[src/rtl/mtr_drv.sv]
// Dual H-bridge PWM driver: turns signed-magnitude wheel commands into forward/reverse
// leg drives from one shared 11-bit timebase, with dead time on every direction reversal.

module mtr_drv_side #(
   parameter int DEAD_CYCLES = 32
) (
   input  logic        clk,
   input  logic        rst,
   input  logic        en,
   input  logic [10:0] cnt,
   input  logic        boundary,
   input  logic [10:0] spd,
   input  logic        rev,
   output logic        fwd_pwm,
   output logic        rev_pwm
);

   typedef enum logic [1:0] {
      FWD  = 2'd0,
      REV  = 2'd1,
      DEAD = 2'd2
   } state_t;

   localparam logic [7:0] DEAD_LOAD = 8'(DEAD_CYCLES);

   state_t      state;
   logic [10:0] duty_reg;
   logic [7:0]  dead_cnt;
   logic        tgt_dir;
   logic        active;
   logic        cur_dir;

   assign active  = (cnt < duty_reg);
   assign cur_dir = (state == REV);

   // NOTE: every register here is written with <= so all of them see the pre-edge
   // values of state/cnt/duty_reg; blocking writes would let one leg see the next state.
   always_ff @(posedge clk) begin
      if (rst) begin
         state    <= FWD;
         duty_reg <= '0;
         dead_cnt <= '0;
         tgt_dir  <= 1'b0;
         fwd_pwm  <= 1'b0;
         rev_pwm  <= 1'b0;
      end else begin
         // Legs can only be high in a settled direction, so DEAD and a flip are always low.
         fwd_pwm <= en & (state == FWD) & active;
         rev_pwm <= en & (state == REV) & active;

         if (boundary) begin
            duty_reg <= spd;
         end

         case (state)
            FWD, REV: begin
               if (boundary && (rev != cur_dir)) begin
                  state    <= DEAD;
                  dead_cnt <= DEAD_LOAD;
                  tgt_dir  <= rev;
               end
            end
            DEAD: begin
               dead_cnt <= dead_cnt - 8'd1;
               if (dead_cnt == 8'd1) begin
                  state <= tgt_dir ? REV : FWD;
               end
            end
            default: state <= FWD;
         endcase
      end
   end

endmodule

module mtr_drv #(
   parameter int DEAD_CYCLES = 32
) (
   input  logic        clk,
   input  logic        rst,
   input  logic        en,
   input  logic [10:0] lft_spd,
   input  logic        lft_rev,
   input  logic [10:0] rght_spd,
   input  logic        rght_rev,
   output logic        lft_fwd_pwm,
   output logic        lft_rev_pwm,
   output logic        rght_fwd_pwm,
   output logic        rght_rev_pwm,
   output logic        period_sync
);

   logic [10:0] cnt;
   logic        boundary;

   assign boundary = (cnt == 11'h7FF);

   // period_sync is registered, so it is decoded one count early to land on cnt==2047.
   always_ff @(posedge clk) begin
      if (rst) begin
         cnt         <= '0;
         period_sync <= 1'b0;
      end else begin
         cnt         <= cnt + 11'd1;
         period_sync <= (cnt == 11'h7FE);
      end
   end

   mtr_drv_side #(.DEAD_CYCLES(DEAD_CYCLES)) u_lft (
      .clk      (clk),
      .rst      (rst),
      .en       (en),
      .cnt      (cnt),
      .boundary (boundary),
      .spd      (lft_spd),
      .rev      (lft_rev),
      .fwd_pwm  (lft_fwd_pwm),
      .rev_pwm  (lft_rev_pwm)
   );

   mtr_drv_side #(.DEAD_CYCLES(DEAD_CYCLES)) u_rght (
      .clk      (clk),
      .rst      (rst),
      .en       (en),
      .cnt      (cnt),
      .boundary (boundary),
      .spd      (rght_spd),
      .rev      (rght_rev),
      .fwd_pwm  (rght_fwd_pwm),
      .rev_pwm  (rght_rev_pwm)
   );

endmodule

[config.mk]
export PLATFORM = sky130hd
export DESIGN_NAME = mtr_drv
export DESIGN_NICKNAME = d
export VERILOG_FILES = /design/src/rtl/mtr_drv.sv
export SDC_FILE = /design/constraint.sdc
export NUM_CORES = 1
export LEC_CHECK = 0
export ABC_AREA = 1
export BUFFER_PORTS_ARGS = -buffer_cell sky130_fd_sc_hd__buf_2
export CORE_ASPECT_RATIO = 0.6
export CORE_UTILIZATION = 45
export DETAILED_ROUTE_END_ITERATION = 7
export PLACE_DENSITY_LB_ADDON = 0.08
export SLEW_MARGIN = 20
export SYNTH_ARGS = -nofsm -noshare
export SYNTH_HDL_FRONTEND = slang
export SYNTH_SLANG_ARGS = --single-unit
export TNS_END_PERCENT = 20
[constraint.sdc]
create_clock -name clk -period 2.65 [get_ports clk]
set_clock_uncertainty 0.15 [all_clocks]
set_input_delay 0.265 -clock clk [delete_from_list [all_inputs] [get_ports clk]]
set_output_delay 0.265 -clock clk [all_outputs]
set_load 0.005 [all_outputs]
[Word-level counts from Yosys, hierarchy flattened]
Index checks and enable logic that the tools add are counted.
Storage, ports and cells
  memory bits (writable): 0
  memories kept: 0
  latch bits: 0
  register bits: 60
  word-level logic and storage cells: 67
  output and inout port bits: 5
  input bits: 27
  ROM bits: 0
Operators by class
  $mul: 0
  reductions and logical operators: 14
  shift-type cells: 0
  equality and inequality tests: 14
  bitwise logic cells: 8
  magnitude comparators: 2
  divide/modulo/power cells: 0
  multiplexer cells: 12
  $add $sub $neg: 3
Operators with widths (number)
  $pmux W8 S2: 2
  $eq A11 B11 Y1 const B: 2
  $lt A11 B11 Y1: 2
  $eq A8 B1 Y1 const B: 2
  $mux W8: 2
  $sub A8 B1 Y8 const B: 2
  $reduce_and A2 Y1: 6
  $add A11 B1 Y11 const B: 1
  $and A1 B1 Y1: 8
  $mux W2: 4
  $ne A2 B1 Y1 const B: 4
  $pmux W2 S2: 2
  $eq A2 B1 Y1 const B: 2
  $eq A2 B2 Y1 const B: 2
  $logic_not A2 Y1: 2
  $reduce_bool A2 Y1: 2
  $reduce_or A2 Y1: 2
  $logic_and A1 B1 Y1: 2
  $mux W1: 2
  $ne A1 B1 Y1: 2

[Longest topological paths before layout]
  word-level depth: 5
  mapped depth: 10
  mapped depth without buffers: 9

[Cells and area by module]
From an unflattened synthesis, not the netlist that was laid out.
Unflattened totals
  cells, all modules: 427
  area total of the unflattened synthesis: 3169.3 µm²
Modules (own cells, without submodules)
  mtr_drv_side: sequential area each 480.5 µm², instances 2, area each 1315.0 µm², cells each 178
  mtr_drv: sequential area each 240.2 µm², instances 1, area each 539.3 µm², cells each 71

[Worst setup path after synthesis]
OpenSTA, ideal clock, no wires.
  path kind: reg-to-reg
  start point: register cnt[1]
  end point: register u_lft.duty_reg[8]
  cell stages (with the launch flop): 10
  arrival time: 1.375 ns
  setup slack: 0.978 ns
  period minus slack after synthesis: 1.672 ns
  library setup time: 0.146 ns
  data required time: 2.354 ns
  path buffers: 1
  cell sequence: dfxtp_1 -> ha_1 -> inv_1 -> nor2_4 -> nand2_2 -> nor2_8 -> inv_4 -> buf_2 -> nor2_1 -> a211oi_2
On the way
  word-level cells in the longest chain between the ends: 1
Ends and longest elaborated chain
  start, declared: RTL line 93  | logic [10:0] cnt;
  start signal, assigned: RTL line 104  | cnt <= cnt + 11'd1;
  $eq A11 B11 Y1: RTL line 96  | assign boundary = (cnt == 11'h7FF);
  end signal, assigned: RTL line 52  | duty_reg <= spd;
  end, declared: RTL line 27  | logic [10:0] duty_reg;
No other way between the ends.
A chain may end at the register's enable or synchronous reset.

[Final worst setup path]
  start point: register cnt[1]
  end point: register u_lft.duty_reg[5]
Same word-level chain as after synthesis.

==> impl_metrics.env <==
export IMPL_clock_root_buffer="sky130_fd_sc_hd__clkbuf_16"
export IMPL_gr_usage_all_layers=0.2046
export IMPL_relSlewSlack=0.6453
export IMPL_placed_cells=524
export IMPL_unrepaired_setup_endpoints_after_global_routing="no"
export IMPL_floorplan_core_area_um2=6792
export IMPL_initial_antenna_violation_count=0
export IMPL_drtPass1Iterations=6
export IMPL_synth_avg_cell_area_um2=7.727
export IMPL_yosysWarningCount=0
export IMPL_power_leakage_nw=1.603
export IMPL_synth_main_ff_cell="sky130_fd_sc_hd__dfxtp_1"
export IMPL_timing_final_crit_period_ns=1.891
export IMPL_ys_ff_latch=60
export IMPL_worst_hold_startpoint="rght_rev"
export IMPL_drcViolationCount=8
export IMPL_asyncSetResetFlopFracSynth=0
export IMPL_seq_power_share=0.443
export IMPL_reg2regPathDepth=8
export IMPL_synth_distinct_cells=32
export IMPL_hold_ws_ns=0.05587
export IMPL_grt_pass1_wl_um=11660
export IMPL_power_switching_w=0.0004470
export IMPL_area_growth_synth_to_final_pct=15.14
export IMPL_drtAntennaViolNets=0
export IMPL_synth_yosys_seq_area_share=0.3737
export IMPL_place_port_buffers=31
export IMPL_cell_internal_pwr_w=0.001618
export IMPL_timing_hold_worst_class="primary input to register"
export IMPL_min_path_cells=3
export IMPL_share_comb_of_total_power=0.039
export IMPL_ctsLongestPathBuffers=2
export IMPL_wl_um=6646
export IMPL_worst_slew_pin_slew_ns=0.5315
export IMPL_timing_reg2reg_setup_slack_ns=0.76
export IMPL_worst_r2r_endpoint="u_lft.duty_reg[5]"
export IMPL_crit_required_ns=2.69
export IMPL_synth_edf_count=0
export IMPL_grt_start_max_net_pins=44
export IMPL_chipHeight_um=67.47
export IMPL_synthesized_instance_count=416
export IMPL_drv_max_cap_violation_count=0
export IMPL_report_final_hold_viol_count=0
export IMPL_grt_overflow_total=0
export IMPL_cp_end_kind="register"
export IMPL_post_route_cells_drive_above_1_share=0.1718
export IMPL_route_detailed_wl_per_inst_um=12.28
export IMPL_worst_endpoint_arrival_ns=1.93
export IMPL_synthesis_area_um2=3214
export IMPL_num_io_pins=32
export IMPL_cp_max_fo=43
export IMPL_worst_setup_path_start_kind="register"
export IMPL_cts_tree="done"
export IMPL_powerDensity_nw_per_um2=557.9
export IMPL_timing_worst_setup_path_type="register to register"
export IMPL_htree_num_levels=3
export IMPL_maxSlewViolCount=0
export IMPL_routed_via_count_divided_by_cell_count=4.987
export IMPL_fmaxAchievable_ghz=0.5288
export IMPL_cts_buffers=9
export IMPL_clkTransAtPathRegs_ns=0.05
export IMPL_synthesis_nets=469
export IMPL_antenna_cells_inserted=0
export IMPL_status="finished, violations left"
export IMPL_hold_path_endpoint="u_rght.tgt_dir"
export IMPL_critical_path_reg2reg_startpoint="cnt[1]"
export IMPL_post_dp_hpwl_um=4716
export IMPL_power_frac_clock=0.518
export IMPL_worstSkewPairLatency_ns=0.33
export IMPL_setup_violations=0
export IMPL_finish_cell_count_without_fillers=541
export IMPL_overall_via_count_from_detail_route=2698
export IMPL_fp_dieArea_um2=7496
export IMPL_gp_congestion=0.8265
export IMPL_totalNegativeSetupSlack_ns=0
export IMPL_utilization=0.5450
export IMPL_cts_num_sinks=60
export IMPL_failed_checks="design-rule violations"
export IMPL_rows=23
export IMPL_die_span_in_x_um=111.1
export IMPL_final_net_count=503
export IMPL_vdd_ir_drop_worst_uv=303.4
export IMPL_post_cts_setup_buffer_count=0
export IMPL_drt_first_iter_violations=139
export IMPL_vias_in_the_first_global_route=2478
export IMPL_starting_utilization_of_the_core_area=0.4733
export IMPL_power_share_switching=0.2165
export IMPL_period_share=0.7137
==> metal layers <==
metal / track usage / up-vias / wire [um]
li1: - / 1444 / -
met1: 0.2704 / 1206 / 3661
met2: 0.3129 / 46 / 2645
met3: 0.06373 / 2 / 317
met4: 0.08615 / 0 / 22
met5: 0 / - / 0
==> placed cells by master, fill, tap and decap left out, types with 2 or more instances in the layout <==
master / Yosys / layout
sky130_fd_sc_hd__a211oi_2: 20 / 20
sky130_fd_sc_hd__nand3b_1: 2 / 2
sky130_fd_sc_hd__nand3_2: 2 / 2
sky130_fd_sc_hd__clkbuf_16: 0 / 9
sky130_fd_sc_hd__ha_1: 26 / 26
sky130_fd_sc_hd__nand4_1: 8 / 8
sky130_fd_sc_hd__clkinv_2: 0 / 2
sky130_fd_sc_hd__nand2_1: 59 / 59
sky130_fd_sc_hd__clkbuf_1: 4 / 2
sky130_fd_sc_hd__nor2_1: 55 / 55
sky130_fd_sc_hd__nor2_4: 2 / 2
sky130_fd_sc_hd__nor3_1: 6 / 6
sky130_fd_sc_hd__a21oi_1: 34 / 34
sky130_fd_sc_hd__inv_2: 3 / 3
sky130_fd_sc_hd__nand3_1: 35 / 35
sky130_fd_sc_hd__nor2_2: 2 / 2
sky130_fd_sc_hd__clkbuf_8: 0 / 2
sky130_fd_sc_hd__xor2_1: 2 / 2
sky130_fd_sc_hd__o21a_1: 2 / 2
sky130_fd_sc_hd__o21ai_0: 16 / 16
sky130_fd_sc_hd__inv_1: 60 / 60
sky130_fd_sc_hd__buf_2: 3 / 31
sky130_fd_sc_hd__dlygate4sd3_1: 0 / 2
sky130_fd_sc_hd__dfxtp_1: 60 / 60
==> stage by stage <==
step | cell area, um^2 | power [W] | setup slack (ns)
5_1_grt | 3701 | 0.002142 | 0.5445
3_3_place_gp | 3411 | 0.001011 | 0.8530
2_1_floorplan | 3214 | 0.0009757 | 0.9784
3_5_place_dp | 3411 | 0.001012 | 0.7634
6_report | 3701 | 0.002065 | 0.7588
4_1_cts | 3701 | 0.002091 | 0.7486
==> cell usage after synthesis, types with 2 or more instances <==
| master | instances | area share |
|---|---|---|
| sky130_fd_sc_hd__nor2_2 | 2 | 0.0039 |
| sky130_fd_sc_hd__nand4_1 | 8 | 0.016 |
| sky130_fd_sc_hd__o21a_1 | 2 | 0.0047 |
| sky130_fd_sc_hd__nand2_1 | 59 | 0.069 |
| sky130_fd_sc_hd__dfxtp_1 | 60 | 0.37 |
| sky130_fd_sc_hd__nand3b_1 | 2 | 0.0047 |
| sky130_fd_sc_hd__nor2_1 | 55 | 0.064 |
| sky130_fd_sc_hd__buf_6 | 4 | 0.014 |
| sky130_fd_sc_hd__xor2_1 | 2 | 0.0055 |
| sky130_fd_sc_hd__nand3_2 | 2 | 0.0062 |
| sky130_fd_sc_hd__clkbuf_1 | 4 | 0.0047 |
| sky130_fd_sc_hd__a211oi_2 | 20 | 0.078 |
| sky130_fd_sc_hd__inv_1 | 60 | 0.070 |
| sky130_fd_sc_hd__o21ai_0 | 16 | 0.025 |
| sky130_fd_sc_hd__ha_1 | 26 | 0.10 |
| sky130_fd_sc_hd__nand3_1 | 35 | 0.054 |
| sky130_fd_sc_hd__nor2_4 | 2 | 0.0070 |
| sky130_fd_sc_hd__inv_2 | 3 | 0.0035 |
| sky130_fd_sc_hd__nor3_1 | 6 | 0.0093 |
| sky130_fd_sc_hd__a21oi_1 | 34 | 0.053 |
| sky130_fd_sc_hd__buf_2 | 3 | 0.0047 |
==> repair_timing <==
| action | CTS | global route |
|---|---|---|
| hold buffers | 2 | 0 |
| resized for setup | 0 | 0 |
| hold endpoints to repair | 2 | 0 |
==> how the worst max path moves through the flow <==
stage | start | to | slack (ns) | cells after the start
final | cnt[1] | u_lft.duty_reg[5] | 0.76 | 8
after global routing | cnt[1] | u_rght.tgt_dir | 0.54 | 9
after CTS | cnt[1] | u_rght.duty_reg[1] | 0.75 | 8
after detailed placement | cnt[1] | u_rght.duty_reg[1] | 0.76 | 8
after global placement | cnt[1] | u_rght.duty_reg[3] | 0.85 | 8
after floorplan | cnt[1] | u_lft.duty_reg[8] | 0.98 | 9
==> layout make-up <==
cell class / instances / area [um^2]
clock inverter: 2 / 10.01
inverter: 64 / 242.7
multi-input combinational: 281 / 1695
timing repair buffer: 34 / 182.7
tap: 87 / 108.9
sequential: 60 / 1201
clock buffer: 13 / 260.3
fill: 671 / 3090
==> worst max-delay path: stages, from the launching register on <==
cell	delay, ns
sky130_fd_sc_hd__dfxtp_1	0.41
sky130_fd_sc_hd__ha_1	0.22
sky130_fd_sc_hd__inv_1	0.07
sky130_fd_sc_hd__nor2_4	0.15
sky130_fd_sc_hd__nand2_2	0.11
sky130_fd_sc_hd__nor2_8	0.17
sky130_fd_sc_hd__inv_4	0.20
sky130_fd_sc_hd__nor2_1	0.19
sky130_fd_sc_hd__a211oi_2	0.04
==> power groups by stage <==
stage | clock network [W] | logic, W | registers, W
2_1_floorplan | 0 | 0.0000434 | 0.000932
3_3_place_gp | 0 | 0.0000784 | 0.000933
6_report | 0.00107 | 0.0000806 | 0.000915
4_1_cts | 0.00109 | 0.0000812 | 0.000915
3_5_place_dp | 0 | 0.0000789 | 0.000934
5_1_grt | 0.00114 | 0.0000912 | 0.000915
==> cells by family (layout without fill, tap and decap cells) <==
group | after synthesis | after routing | synth area share
AO/OA/AOI/OAI | 75 | 75 | 0.1674
XOR/XNOR | 3 | 3 | 0.008176
adder cells (fa/ha/maj) | 26 | 26 | 0.1012
buffers and inverters | 75 | 113 | 0.09887
flip-flops | 60 | 60 | 0.3737
AND/OR/NAND/NOR | 177 | 177 | 0.2507
(Power assumes the default switching activity.)
